<file path="config.mk">
export PLATFORM = sky130hd
export DESIGN_NAME = bus_monitor_flat
export DESIGN_NICKNAME = d
export VERILOG_FILES = /design/src/rtl/bus_monitor_pkg.sv /design/src/rtl/bus_monitor_if.sv /design/src/rtl/bus_monitor_queue.sv /design/src/rtl/bus_monitor.sv /design/src/flat_wrapper.sv
export SDC_FILE = /design/constraint.sdc
export NUM_CORES = 1
export LEC_CHECK = 0
export ABC_AREA = 1
export ABC_CLOCK_PERIOD_IN_PS = 3440
export BUFFER_PORTS_ARGS = -buffer_cell sky130_fd_sc_hd__buf_2
export CORE_MARGIN = 3
export CORE_UTILIZATION = 35
export DETAILED_ROUTE_END_ITERATION = 6
export PLACE_DENSITY = 0.62
export RECOVER_POWER = 100
export SYNTH_ARGS = -nofsm -noshare
export SYNTH_HDL_FRONTEND = slang
export SYNTH_SLANG_ARGS = --single-unit
</file>
<file path="constraint.sdc">
create_clock -name clock -period 3.44 [get_ports clock]
set_input_delay 0.172 -clock clock [delete_from_list [all_inputs] [get_ports clock]]
set_output_delay 0.172 -clock clock [all_outputs]
set_load 0.005 [all_outputs]
</file>
<file path="src/rtl/bus_monitor_pkg.sv">
`default_nettype none
// ============================================================================
//  Module      : bus_monitor_pkg
//  Description : Shared types, constants and the rdata reference function
//                used by the bus monitor.
//  Revision    : 1.0 - initial release
// ============================================================================
package bus_monitor_pkg;

    localparam logic [7:0] MODE_ADDR  = 8'h00;
    localparam logic [7:0] DONE_VALUE = 8'd1;

    typedef struct packed {
        logic       write;
        logic [7:0] addr;
        logic [7:0] data;
    } xfer_t;

    // Writes echo their data; reads return addr/2 (even mode) or 3*addr+1 (odd mode).
    function automatic logic [7:0] expected_rdata(input xfer_t rec, input logic mode);
        logic [7:0] result;
        if (rec.write) begin
            result = rec.data;
        end else if (!mode) begin
            result = {1'b0, rec.addr[7:1]};
        end else begin
            result = {rec.addr[6:0], 1'b0} + rec.addr + 8'd1;
        end
        return result;
    endfunction

endpackage
`default_nettype wire

</file>
<file path="src/rtl/bus_monitor_if.sv">
`default_nettype none
// ============================================================================
//  Module      : bus_monitor_if
//  Description : Controller/Peripheral bus bundle with master, slave and
//                passive monitor views.
//  Revision    : 1.0 - initial release
// ============================================================================
interface bus_monitor_if;

    logic       trans;
    logic       write;
    logic [7:0] waddr;
    logic [7:0] wdata;
    logic       readyout;
    logic [7:0] rdata;

    modport master  (output trans, write, waddr, wdata, input  readyout, rdata);
    modport slave   (input  trans, write, waddr, wdata, output readyout, rdata);
    modport monitor (input  trans, write, waddr, wdata, readyout, rdata);

endinterface
`default_nettype wire

</file>
<file path="src/rtl/bus_monitor_queue.sv">
`default_nettype none
// ============================================================================
//  Module      : monitor_queue
//  Description : DEPTH-entry FIFO of outstanding transfer records with
//                simultaneous push/pop.
//  Revision    : 1.0 - initial release
// ============================================================================
module monitor_queue
    import bus_monitor_pkg::*;
#(
    parameter int DEPTH = 2
) (
    input  wire logic  clock,
    input  wire logic  reset,
    input  wire logic  i_push,
    input  wire logic  i_pop,
    input  wire xfer_t i_rec,
    output xfer_t      o_head,
    output logic       o_full,
    output logic       o_empty
);

    localparam int PTR_W = (DEPTH > 1) ? $clog2(DEPTH) : 1;
    localparam int CNT_W = $clog2(DEPTH + 1);

    logic [PTR_W-1:0] rd_ptr_q, rd_ptr_d;
    logic [PTR_W-1:0] wr_ptr_q, wr_ptr_d;
    logic [CNT_W-1:0] count_q, count_d;
    xfer_t            mem_q [DEPTH];
    xfer_t            mem_d [DEPTH];
    logic             w_push;
    logic             w_pop;

    function automatic logic [PTR_W-1:0] next_ptr(input logic [PTR_W-1:0] p);
        return (p == PTR_W'(DEPTH - 1)) ? '0 : p + PTR_W'(1);
    endfunction

    assign o_full  = (count_q == CNT_W'(DEPTH));
    assign o_empty = (count_q == '0);
    assign o_head  = mem_q[rd_ptr_q];

    // A full queue still accepts a push when the head leaves on the same edge.
    assign w_pop  = i_pop && !o_empty;
    assign w_push = i_push && (!o_full || w_pop);

    always_comb begin
        mem_d    = mem_q;
        rd_ptr_d = rd_ptr_q;
        wr_ptr_d = wr_ptr_q;
        count_d  = count_q;
        if (w_push) begin
            mem_d[wr_ptr_q] = i_rec;
            wr_ptr_d        = next_ptr(wr_ptr_q);
        end
        if (w_pop) begin
            rd_ptr_d = next_ptr(rd_ptr_q);
        end
        case ({w_push, w_pop})
            2'b10:   count_d = count_q + CNT_W'(1);
            2'b01:   count_d = count_q - CNT_W'(1);
            default: count_d = count_q;
        endcase
    end

    always_ff @(posedge clock or posedge reset) begin
        if (reset) begin
            rd_ptr_q <= '0;
            wr_ptr_q <= '0;
            count_q  <= '0;
            for (int i = 0; i < DEPTH; i++) begin
                mem_q[i] <= '0;
            end
        end else begin
            rd_ptr_q <= rd_ptr_d;
            wr_ptr_q <= wr_ptr_d;
            count_q  <= count_d;
            mem_q    <= mem_d;
        end
    end

endmodule
`default_nettype wire

</file>
<file path="src/rtl/bus_monitor.sv">
`default_nettype none
// ============================================================================
//  Module      : bus_monitor
//  Description : Passive in-order scoreboard for the 8-bit Controller/
//                Peripheral bus with rdata checking and Collatz statistics.
//  Revision    : 1.0 - initial release
// ============================================================================
module bus_monitor
    import bus_monitor_pkg::*;
#(
    parameter int DEPTH   = 2,
    parameter int TIMEOUT = 4,
    parameter int CNT_W   = 16
) (
    input  wire logic             clock,
    input  wire logic             reset,
    input  wire logic             clear,
    bus_monitor_if.monitor        bus,
    output logic [CNT_W-1:0]      step_count,
    output logic [7:0]            last_value,
    output logic [7:0]            peak,
    output logic                  done,
    output logic [CNT_W-1:0]      mismatch_count,
    output logic                  proto_err,
    output logic                  overflow_err,
    output logic                  timeout_err
);

    localparam int AGE_W = $clog2(TIMEOUT + 1);

    xfer_t            w_head;
    xfer_t            w_rec;
    logic             w_full;
    logic             w_empty;
    logic             w_retire;
    logic             w_timeout;
    logic             w_pop;
    logic             w_commit;
    logic             w_mismatch;

    logic [CNT_W-1:0] step_count_q, step_count_d;
    logic [7:0]       last_value_q, last_value_d;
    logic [7:0]       peak_q, peak_d;
    logic             done_q, done_d;
    logic [CNT_W-1:0] mismatch_count_q, mismatch_count_d;
    logic             proto_err_q, proto_err_d;
    logic             overflow_err_q, overflow_err_d;
    logic             timeout_err_q, timeout_err_d;
    logic             mode_q, mode_d;
    logic [AGE_W-1:0] age_q, age_d;
    logic             armed_q, armed_d;

    assign w_rec      = '{write: bus.write, addr: bus.waddr, data: bus.wdata};
    assign w_retire   = bus.readyout && !w_empty;
    assign w_timeout  = !bus.readyout && !w_empty && (age_q == AGE_W'(TIMEOUT - 1));
    assign w_pop      = w_retire || w_timeout;
    assign w_commit   = w_retire && w_head.write && (w_head.addr == MODE_ADDR);
    assign w_mismatch = w_retire && (bus.rdata != expected_rdata(w_head, mode_q));

    monitor_queue #(
        .DEPTH (DEPTH)
    ) u_queue (
        .clock   (clock),
        .reset   (reset),
        .i_push  (bus.trans),
        .i_pop   (w_pop),
        .i_rec   (w_rec),
        .o_head  (w_head),
        .o_full  (w_full),
        .o_empty (w_empty)
    );

    always_comb begin
        step_count_d     = step_count_q;
        last_value_d     = last_value_q;
        peak_d           = peak_q;
        done_d           = done_q;
        mismatch_count_d = mismatch_count_q;
        proto_err_d      = proto_err_q;
        overflow_err_d   = overflow_err_q;
        timeout_err_d    = timeout_err_q;
        mode_d           = mode_q;
        armed_d          = armed_q || bus.trans;
        age_d            = (w_pop || w_empty) ? '0 : age_q + AGE_W'(1);

        // Mode follows committed writes even when clear wipes the statistics.
        if (w_commit) begin
            mode_d = w_head.data[0];
        end

        if (clear) begin
            step_count_d     = '0;
            last_value_d     = '0;
            peak_d           = '0;
            done_d           = 1'b0;
            mismatch_count_d = '0;
            proto_err_d      = 1'b0;
            overflow_err_d   = 1'b0;
            timeout_err_d    = 1'b0;
        end else begin
            if (w_commit) begin
                if (step_count_q != '1) begin
                    step_count_d = step_count_q + CNT_W'(1);
                end
                last_value_d = w_head.data;
                if (w_head.data > peak_q) begin
                    peak_d = w_head.data;
                end
                if (w_head.data == DONE_VALUE) begin
                    done_d = 1'b1;
                end
            end
            if (w_mismatch && (mismatch_count_q != '1)) begin
                mismatch_count_d = mismatch_count_q + CNT_W'(1);
            end
            // Orphan responses only count once something has been issued since reset.
            if (bus.readyout && w_empty && armed_q) begin
                proto_err_d = 1'b1;
            end
            if (bus.trans && w_full && !w_pop) begin
                overflow_err_d = 1'b1;
            end
            if (w_timeout) begin
                timeout_err_d = 1'b1;
            end
        end
    end

    always_ff @(posedge clock or posedge reset) begin
        if (reset) begin
            step_count_q     <= '0;
            last_value_q     <= '0;
            peak_q           <= '0;
            done_q           <= 1'b0;
            mismatch_count_q <= '0;
            proto_err_q      <= 1'b0;
            overflow_err_q   <= 1'b0;
            timeout_err_q    <= 1'b0;
            mode_q           <= 1'b0;
            age_q            <= '0;
            armed_q          <= 1'b0;
        end else begin
            step_count_q     <= step_count_d;
            last_value_q     <= last_value_d;
            peak_q           <= peak_d;
            done_q           <= done_d;
            mismatch_count_q <= mismatch_count_d;
            proto_err_q      <= proto_err_d;
            overflow_err_q   <= overflow_err_d;
            timeout_err_q    <= timeout_err_d;
            mode_q           <= mode_d;
            age_q            <= age_d;
            armed_q          <= armed_d;
        end
    end

    assign step_count     = step_count_q;
    assign last_value     = last_value_q;
    assign peak           = peak_q;
    assign done           = done_q;
    assign mismatch_count = mismatch_count_q;
    assign proto_err      = proto_err_q;
    assign overflow_err   = overflow_err_q;
    assign timeout_err    = timeout_err_q;

endmodule
`default_nettype wire

</file>
<file path="src/flat_wrapper.sv">
// flat-port wrapper written by rule: the top's interface ports become plain ports
module bus_monitor_flat import bus_monitor_pkg::*;
#(
    parameter int DEPTH   = 2,
    parameter int TIMEOUT = 4,
    parameter int CNT_W   = 16
)
  (clock, reset, clear, step_count, last_value, peak, done, mismatch_count, proto_err, overflow_err, timeout_err, bus_trans, bus_write, bus_waddr, bus_wdata, bus_readyout, bus_rdata);
  bus_monitor_if bus_i ();
  input  wire logic clock;
  input  wire logic reset;
  input  wire logic clear;
  output logic [CNT_W-1:0] step_count;
  output logic [7:0] last_value;
  output logic [7:0] peak;
  output logic done;
  output logic [CNT_W-1:0] mismatch_count;
  output logic proto_err;
  output logic overflow_err;
  output logic timeout_err;
  input wire logic [$bits(bus_i.trans)-1:0] bus_trans;
  input wire logic [$bits(bus_i.write)-1:0] bus_write;
  input wire logic [$bits(bus_i.waddr)-1:0] bus_waddr;
  input wire logic [$bits(bus_i.wdata)-1:0] bus_wdata;
  input wire logic [$bits(bus_i.readyout)-1:0] bus_readyout;
  input wire logic [$bits(bus_i.rdata)-1:0] bus_rdata;
  assign bus_i.trans = bus_trans;
  assign bus_i.write = bus_write;
  assign bus_i.waddr = bus_waddr;
  assign bus_i.wdata = bus_wdata;
  assign bus_i.readyout = bus_readyout;
  assign bus_i.rdata = bus_rdata;
  bus_monitor #(.DEPTH(DEPTH), .TIMEOUT(TIMEOUT), .CNT_W(CNT_W)) u_core (.clock(clock), .reset(reset), .clear(clear), .bus(bus_i), .step_count(step_count), .last_value(last_value), .peak(peak), .done(done), .mismatch_count(mismatch_count), .proto_err(proto_err), .overflow_err(overflow_err), .timeout_err(timeout_err));
endmodule
</file>
Word-level counts from Yosys, hierarchy flattened
Index checks and enable logic that the tools add are counted.

storage, ports and cells
  flip-flop bits (word level) = 95
  input bits = 30
  output and inout port bits = 52

operators by class
  bitwise operators = 2
  $add $sub $neg = 9
  mux-type cells = 31
  order comparisons = 4
  reductions and logical operators = 36
  equal/unequal tests = 8

operator list
  operator               number
  $mux 16                5
  $mux 17                4
  $mux 8                 7
  $bwmux 34              1
  $add 16x1->16 const B  2
  $ne 16x16->1 const B   2
  $reduce_bool 2->1      9
  $demux 17 s1           1
  $logic_and 1x1->1      14
  $mux 1                 11
  $add 8x1->8 const B    1
  $add 8x8->8            1
  $eq 8x1->1 const B     1
  $gt 8x8->1             1
  $logic_not 8->1        1
  $ne 8x8->1             1
  $reduce_and 2->1       3
  $eq 2x2->1 const B     2
  $ge 2x2->1 const B     2
  $logic_not 1->1        4
  $logic_or 1x1->1       4
  $not 1->2              2
  $pmux 2 s2             1
  $add 3x1->3 const B    1
  8 further kinds        9

Longest topological paths before layout
Gate-level depths: netlist (run 1).

  depth in word-level cells = 13
  gate-level depth with buffers = 24
  depth with buffers taken out = 21

Hierarchy
Synthesis (run 1) repeated with hierarchy kept, for this count alone.

unflattened totals
  cells, all modules = 755
  area, all modules = 5798.1 um^2

modules (own cells, without submodules)
  module         area each (um^2)  cells each  times used  seq. area each (um^2)
  bus_monitor    3966.3            542         1           1426.4
  monitor_queue  1831.8            213         1           950.9

Worst setup path before layout (run 1)
OpenSTA, ideal clock, no wires.

  path type = reg2reg
  start = register u_core.u_queue.rd_ptr_q
  end = register u_core.mismatch_count_q[1] (netlist: u_core.mismatch_count[1])
  path buffers = 3
  path slack = 974 ps
  arrival time = 2348 ps
  stages on the path, launching flop included = 18
  clock period less this slack = 2466 ps
  data required time = 3322 ps
  cell sequence = dfrtp_1 buf_6 buf_6 nand2_1 nand2_1 fa_1 nor2_1 nor2_1 nand2_1 nand3b_1 nand2_1 nor2_1 nand4_1 nor2_1 nand2_2 buf_2 nand4_1 nand2_1

between the ends
  word-level cells in the longest chain between the ends = 12

RTL lines
  element                                        RTL line                 text
  start, declared                                bus_monitor_queue.sv:26  logic [PTR_W-1:0] rd_ptr_q, rd_ptr_d;
  start signal, assigned                         bus_monitor_queue.sv:74  rd_ptr_q <= rd_ptr_d;
  $not 1->2 (not written as such) *              bus_monitor_queue.sv:40  assign o_head = mem_q[rd_ptr_q];
  $mux 17 (not written as such) * (3 in series)  bus_monitor_queue.sv:40
  $add 8x8->8                                    bus_monitor_pkg.sv:27    result = {rec.addr[6:0], 1'b0} + rec.addr + 8'd1;
  $add 8x1->8                                    bus_monitor_pkg.sv:27
  $mux 8                                         bus_monitor_pkg.sv:24    end else if (!mode) begin
  $mux 8 *                                       bus_monitor_pkg.sv:22    if (rec.write) begin
  $ne 8x8->1 *                                   bus_monitor.sv:58        assign w_mismatch = w_retire && (bus.rdata != expected_rdata(w_head, mode_q));
  $logic_and 1x1->1 *                            bus_monitor.sv:58
  $logic_and 1x1->1 *                            bus_monitor.sv:113       if (w_mismatch && (mismatch_count_q != '1)) begin
  $reduce_bool 2->1 (no line) *                  n/a
  end signal, assigned                           bus_monitor.sv:147       mismatch_count_q <= mismatch_count_d;
  end, declared                                  bus_monitor.sv:45        logic [CNT_W-1:0] mismatch_count_q, mismatch_count_d;

Mark *: on every way between the ends. The rest lies on a longest branch, timed or not. The select of a mux whose other input is x is not followed.
A chain may end at the register's enable or synchronous reset.

Final worst setup path (run 1)
Same ends and word-level chain as after synthesis.

==> results.md, run 1 <==
Worst setup path:
- The launch instance of the worst register-to-register path is u_core.u_queue.rd_ptr_q.
- The worst setup path is of the register to register kind.
- The combined buffer and inverter count along the critical path is 2.
- The cell with the largest stage delay on the worst path is dfrtp_1.
- The startpoint of the worst setup timing path is u_core.u_queue.rd_ptr_q.
- The maximum cell stage delay along the critical path is 0.52 ns.
- In this run the worst path has a maximum fanout of 18.
- The worst endpoint required time is 3.73 ns.
- The worst path arrival time is 3.33 ns.
- In this design, the largest share of critical-path delay is due to simple AND/OR/NAND/NOR gates.
- STA classifies the critical path startpoint as a register.
- The worst setup path is captured at a register.
- The signal on the critical path passes through inv_4, nand2_1, nand2_2, inv_1, fa_1, nor2_1, nor2_1, nand2_1, nand3b_1, nand2_1, nor2_1, nand4_1, nor2_1, nand2_2, nand2_4, nand3_1, nand2_1.

STA:
- Setup violations remaining at the end of the flow were counted as 0.
- Dividing the final minimum period by the clock period gives 88.4%.
- The final-report hold violation count is 0.
- Clock skew on the completed layout was measured at 0.00899 ns.
- The summed negative setup slack over all endpoints is 0 ns.
- The minimum clock period after layout is 3.04 ns.
- Setup repair after global routing left no endpoint under its margin.
- For the pin with the worst max-slew slack, the measured transition is 2.01 ns.
- The final count of pins violating max slew is 47.
- The headroom to the max-slew limit is -34.5%.
- Derived from the worst setup path, the maximum achievable clock frequency is around 0.33 GHz.

Logic synthesis:
- Of the synthesized area, sequential elements account for 42.4%.
- The gate count after technology mapping is 756.
- The largest total area in the synthesized netlist belongs to dfrtp_1.
- The mapped cell area is 5600 um2.
- The commonest register cell after synthesis is dfrtp_1.
- The synthesis warning total is 0.
- Yosys mapped a number of flops with a built-in enable equal to 0.
- Yosys attributes the largest share of cell area to dfrtp_1, nand2_1, inv_1.
- In this run, distinct cell masters in the synthesized netlist total 39.
- The share of the synthesized area in the top cell type is between 40% and 50%.
- Counting every net in the synthesized netlist gives 810.
- The synthesized design contains 95 register bits.
- After synthesis, the mean cell area works out to 7.41 um2.
- The proportion of synthesized flip-flops having asynchronous set or reset is 100%.

Route:
- The DRC violations left is 0.
- The per-cell via count in the routed design is 4.65.
- The detail-routed net length per standard cell is around 13 um.
- The via count is 4,862.
- The first detailed-routing pass ran for 6 iterations.
- The wire length after detailed routing is 13,400 um.
- After the first detailed-routing iteration, the DRC count stood at 325.
- The remaining antenna violation count after routing is 0.

Clock network:
- TritonCTS built the clock tree.
- The clock-pin slew on the worst setup and hold paths is 0.07 ns.
- The number of clock sinks seen by CTS is 95.
- For the worst-skew pair, the clock arrives at the later sink with an insertion delay of 0.35 ns.
- In this run the clock root is driven by a clkbuf_16.
- The buffer depth of the longest clock path is 2.
- The maximum level of the CTS H-tree is 3.
- Clock tree synthesis inserted a total of 9 buffers.

Pwr:
- The relative contribution of combinational cells to total power is approximately half.
- Power spread over the standard cell area amounts to approximately 820 nW/um2.
- The static leakage power is 3.44 nW.
- Summed over all nets, the switching power comes to 2.30 mW.
- The proportion of power drawn by flip-flops and latches is 30.9%.
- The internal power consumption is 2.95 mW.
- Net switching is 43.9% of the power.
- The worst-case IR drop observed on VDD is 354 uV.
- Per report_power, the clock group accounts for 19.5% of the total.

Cells and area:
- The filler cell count is 1,646.
- In the final layout, the multi-input gates occupy 2580 um2.
- The repair_antennas step left the layout with diodes totalling 0.
- In the layout the commonest cells are nand2_1, inv_1, dfrtp_1, nand3_1, buf_2.
- For this run, the share of the core covered by cells in the final layout is a little over two fifths.
- The share of layout cells above drive strength 1 is 11.1%.
- The signed area change from the synthesized netlist to the final layout is 14.7%.
- Summing all flip-flop and latch instances after layout gives 2380 um2.
- The commonest non-fill, non-tap cell in the layout is nand2_1.
- The number of nets in the layout is 884.

Global route:
- The residual overflow from global routing is 0.
- The maximum number of pins on one net before global-route repair is 47.
- The first global-routing pass estimated between 20,000 and 25,000 um of wire.
- The initial antenna violation count is 0.
- The number of global-route vias before repair was 4,577.
- Global routing consumed, over all layers together, 15.8% of the routing resources.

Die:
- The x dimension of the die is between 100 and 150 um.
- The total number of placement rows is 45.
- The core region is 15,400 um2.
- The die covers 17,600 um2.
- The I/O pin count is 82.
- Once the floorplan was initialized, standard cells occupied 36.3% of the core.
- The die is 133 um tall.

Outcome:
- The checks that failed: capacitance limit, slew limit.
- The flow ran to the end, but the final reports show violations.

Run:
- Max-cap violations in this run came to 1.

Place:
- At the end of routability-driven placement, the weighted congestion stood at 0.867.
- The HPWL after detailed placement is 9980 um.
- In this run the tool buffered the top-level ports with approximately 80 buffer cells.

Min path:
- The critical hold path startpoint is bus_trans.
- The tightest min-delay check is of the input port to register type.
flip-flops by register name, summed over array words and instances, names as in the netlist:
register                 flops
u_core.u_queue.rd_ptr_q      1
u_core.last_value            8
u_core.armed_q               1
u_core.age_q                 3
u_core.done                  1
u_core.mode_q                1
u_core.proto_err             1
u_core.timeout_err           1
u_core.u_queue.count_q       2
u_core.overflow_err          1
u_core.mismatch_count       16
u_core.step_count           16
u_core.u_queue.mem_q        34
u_core.u_queue.wr_ptr_q      1
u_core.peak                  8
final cells by class:
| cell class | instances | share of cell area, % |
|---|---|---|
| multi-input cells | 510 | 40.1 |
| repair buffers | 89 | 6.66 |
| flip-flops and latches | 95 | 37.0 |
| well taps | 211 | 4.11 |
| inverters | 125 | 7.36 |
| clock inverters | 5 | 0.876 |
| clock buffers | 11 | 3.93 |
power groups by stage:
stage / Clock, mW / Combinational, mW / Sequential [mW]
floorplan: 0 / 2.12 / 1.56
global placement: 0 / 2.57 / 1.63
detailed placement: 0 / 2.62 / 1.64
CTS: 1.06 / 2.63 / 1.62
global route: 1.10 / 3.08 / 1.66
finish: 1.02 / 2.61 / 1.62
what timing repair did:
item,4_1_cts,5_1_grt
hold buffers,1,0
resized for setup,0,0
buffers inserted,0,0
hold endpoints to repair,44,0
cell usage after synthesis, types with 3 or more instances:
| cell | instances |
|---|---|
| nor3_1 | 7 |
| o21ai_1 | 6 |
| buf_6 | 6 |
| o31ai_1 | 3 |
| o21a_1 | 4 |
| ha_1 | 23 |
| xnor2_1 | 8 |
| buf_2 | 10 |
| nand4_1 | 27 |
| nor2_1 | 49 |
| clkbuf_1 | 5 |
| nand3b_1 | 3 |
| a21oi_1 | 23 |
| nand3_1 | 64 |
| inv_1 | 122 |
| or2_1 | 5 |
| xor2_1 | 7 |
| nor2_2 | 3 |
| o21ai_0 | 53 |
| nand2_1 | 206 |
| nand2_2 | 3 |
| dfrtp_1 | 95 |
kinds of logic (layout without fill, tap and decap cells):
group | Yosys count | in the layout | share of synthesized area [%]
simple gates | 376 | 376 | 29.3
buf+inv | 151 | 230 | 11.3
compound gates | 95 | 95 | 9.07
flops | 95 | 95 | 42.4
fa+ha+maj | 24 | 24 | 5.49
xor+xnor | 15 | 15 | 2.34
metal layers:
metal | track usage, % | part of all wire [%] | vias to the layer above
met2 | 23.8 | 45 | 94
met5 | 0 | 0 | -
met4 | 4.68 | 1.5 | 0
met3 | 3.23 | 4.7 | 14
li1 | - | - | 2553
met1 | 23.0 | 49 | 2201
per-stage QoR:
| step | power, mW | area, um2 | worst slack, ns | instances | hold slack [ns] |
|---|---|---|---|---|---|
| floorplan | 3.68 | 5600 | 0.791 | 756 | 0.284 |
| global placement | 4.21 | 6160 | 0.419 | 1029 | 0.285 |
| detailed placement | 4.25 | 6160 | 0.400 | 1029 | 0.283 |
| CTS | 5.31 | 6480 | 0.389 | 1046 | 0.0540 |
| global route | 5.85 | 6430 | 0.0163 | 1046 | 0.0687 |
| finish | 5.25 | 6430 | 0.400 | 1046 | 0.0646 |
path summary, 6_finish.rpt:
path	endpoint	slack, ns	cells past startpoint
max	u_core.mismatch_count[1]	0.40	17
min	u_core.armed_q	0.06	2
max in group asynchronous	u_core.u_queue.mem_q[29]	1.08	4
min in group asynchronous	u_core.step_count[3]	0.89	3
min reg2reg	u_core.age_q[0]	0.44	1
max reg2reg	u_core.mismatch_count[1]	0.40	17
Power figures use the tool's default switching activity.
==> run 2: changes to the inputs <==
HOLD_SLACK_MARGIN = 0.1   (was not set)
PLACE_DENSITY = 0.6   (was 0.62)
==> results.md, run 2 (synthesis results as in run 1) <==
Outcome:
- The run finished with clean final reports.

Place:
- At the end of routability-driven placement, the weighted congestion stood at 0.893.
- The post-placement cell count is 1,031.
- The detailed placement HPWL is a little over 10,000 um.
- The standard cell area after detailed placement is about 6200 um2.
- During placement, the flow inserted port buffers numbering 81.

Clock network:
- Post-CTS timing repair inserted 0 buffers for setup.
- The clock insertion delay at the later pin of the skew report is 0.36 ns.
- Clock-pin slew was measured on the worst setup and hold paths at around 0.07 ns.
- TritonCTS built the clock tree.
- For this design, the sink count on the clock tree is 95.
- No sink is reached through more buffers than the 2 on the longest clock path.
- Clock tree synthesis inserted a total of 9 buffers.
- The root buffer cell chosen for the clock tree is clkbuf_16.
- The H-tree was split into 3 levels.

Cells and area:
- The filler cell count is 1,625.
- In the layout the commonest cells are nand2_1, inv_1, dfrtp_1, nand3_1, buf_2.
- The number of antenna cells inserted is 0.
- The share of layout cells above drive strength 1 is 10.6%.
- The final cell area excluding filler cells is 6610 um2.
- Counting flops per register, the top entry is u_core.u_queue.mem_q.
- Relative to the synthesized area, the layout overhead comes to 18.0%.
- The library cell used most frequently in the layout, excluding fill and tap cells, is nand2_1.
- The register cell area after layout is 2380 um2.
- Summing all multi-input logic gate instances after layout gives 2570 um2.
- The number of nets in the layout is 901.
- The finished layout holds 1,063 standard cells, fillers aside.
- The number of flip-flops in the largest register is 34.

Die:
- The total core area is ~15,000 um2.
- The floorplan step defined a die boundary enclosing 17,600 um2.
- The I/O pin count is 82.
- The starting utilization of the core area is a little over a third.
- Row generation in the floorplan step produced 45 rows.
- The x dimension of the die is 133 um.
- The vertical die dimension is roughly 130 um.

Worst setup path:
- The family of cells with the greatest summed delay on the critical path is simple AND/OR/NAND/NOR gates.
- For this run, the slowest stage of the critical path takes 0.59 ns.
- For the worst setup path, the data required time is 3.72 ns.
- The critical path goes through inv_4, or2_0, o21a_1, ha_1, a21oi_1, nand3_1, nand2_1, nand3_1, nand3_1, nand4_1, nor2_1, nand2_2, nand2_4, nand3_1, nand2_1.
- The worst setup path is captured at a register.
- The slowest stage of the critical path belongs to the cell dfrtp_1.
- The combined buffer and inverter count along the critical path is 1.
- The count of cells along the worst register-to-register path is 15.
- In this run the register-to-register setup slack is 0.32 ns.
- The depth of the critical timing path with buffers and inverters included is 15.
- The category of the critical setup timing path is register to register.
- The startpoint type of the worst setup path is a register.
- The maximum fanout along the worst path is 18.
- The worst path arrival time is 3.41 ns.
- The cell that appears most often on the critical path is nand3_1.

STA:
- Setup repair after global routing left no endpoint under its margin.
- The final count of pins violating max slew came to 0.
- The hold slack is 0.117 ns.
- The worst pin sits at a relative slew slack of 1.98%.
- The setup violation total in the final timing report is 0.
- Dividing the final minimum period by the clock period gives 90.8%.
- The summed negative setup slack over all endpoints is 0 ns.
- The final-report hold violation count is 0.
- The smallest clock period supported by the final layout is computed as 3.12 ns.
- The worst clock skew is between 0.01 and 0.015 ns.
- The maximum clock frequency is 0.320 GHz.
- For the pin with the worst max-slew slack, the measured transition is 1.47 ns.

Route:
- The DRC violations left is 0.
- The routed design has 13,700 um of wire.
- After detailed routing, the number of vias per cell comes to 4.67.
- Before antenna repair, the detailed router went through 5 iterations.
- In this run, the number of DRC markers left after iteration 0 of detailed routing was 397.
- The detail-routed net length per standard cell is 12.9 um.
- The via count is 4,959.
- Once detail routing completed, the nets flagged for antenna violations numbered 0.

Run:
- The number of max-capacitance violations reported is 0.

Min path:
- The number of stages on the worst hold path is 3.
- In this run the worst hold path is classified as input port to register.

Pwr:
- The maximum vdd drop is approximately 330 uV.
- The static leakage power is 3.51 nW.
- The power per cell area is around 800 nW/um2.

Global route:
- The initial antenna violation count came to 0.
- The residual overflow from global routing is 0.
- The all-layer global routing usage is approximately 16%.
- Entering global routing, the biggest net connects 71 pins.
- The wire length of the first global-routing pass is 23,500 um.
- The number of global-route vias before repair is 4,822.
run 2: cell types whose count changed in the layout (fill, tap and decap cells not counted), moves of 2 or more:
cell	previous run	this run
clkbuf_1	21	26
clkbuf_2	3	1
clkinv_2	2	0
dlygate4sd3_1	1	16
inv_8	0	2
run 2: path summary, 6_finish.rpt:
check                                      endpoint               startpoint
setup / recovery           u_core.mismatch_count[6]  u_core.u_queue.rd_ptr_q
hold / removal             u_core.u_queue.mem_q[23]             bus_wdata[6]
setup reg to reg           u_core.mismatch_count[6]  u_core.u_queue.rd_ptr_q
hold reg to reg                     u_core.age_q[0]          u_core.age_q[0]
max in group asynchronous  u_core.mismatch_count[3]                    reset
min in group asynchronous      u_core.last_value[5]                    reset
run 2: what timing repair did:
item	4_1_cts	5_1_grt
endpoints found under the hold margin	96	0
resized for setup	0	0
hold buffers	16	0
endpoints found under the setup margin	0	0
run 2: stage by stage:
| step | worst slack [ns] | util [%] | total power, mW |
|---|---|---|---|
| detailed placement | 0.399 | 40.0 | 4.25 |
| CTS | 0.354 | 43.3 | 5.43 |
| floorplan | 0.791 | - | 3.68 |
| global placement | 0.463 | 40.0 | 4.22 |
| finish | 0.316 | 42.9 | 5.37 |
| global route | 0.0118 | 42.9 | 5.96 |
run 2: cell type report:
type	count	area share, %
multi-input cells	510	38.9
flip-flops and latches	95	36.0
inverters	125	7.13
clock inverters	6	1.50
clock buffers	10	3.61
repair buffers	106	8.86
well taps	211	3.99
run 2: routing by layer:
layer | share of wire [%] | vias up | global-route usage, %
met4 | 2.6 | 0 | 6.76
li1 | - | 2589 | -
met1 | 50 | 2240 | 23.3
met5 | 0 | - | 0
met2 | 44 | 106 | 24.9
met3 | 3.9 | 24 | 2.43
run 2: tightest hold or removal path: cells and delay by family:
kind,cells,cell delay [ns]
AO/OA/AOI/OAI,1,0.08
buffers and inverters,2,0.17
run 2: report_power, final:
part | switching [mW] | internal (mW)
logic | 1.68 | 0.950
registers | 0.213 | 1.40
clock network | 0.466 | 0.670
total | 2.35 | 3.02
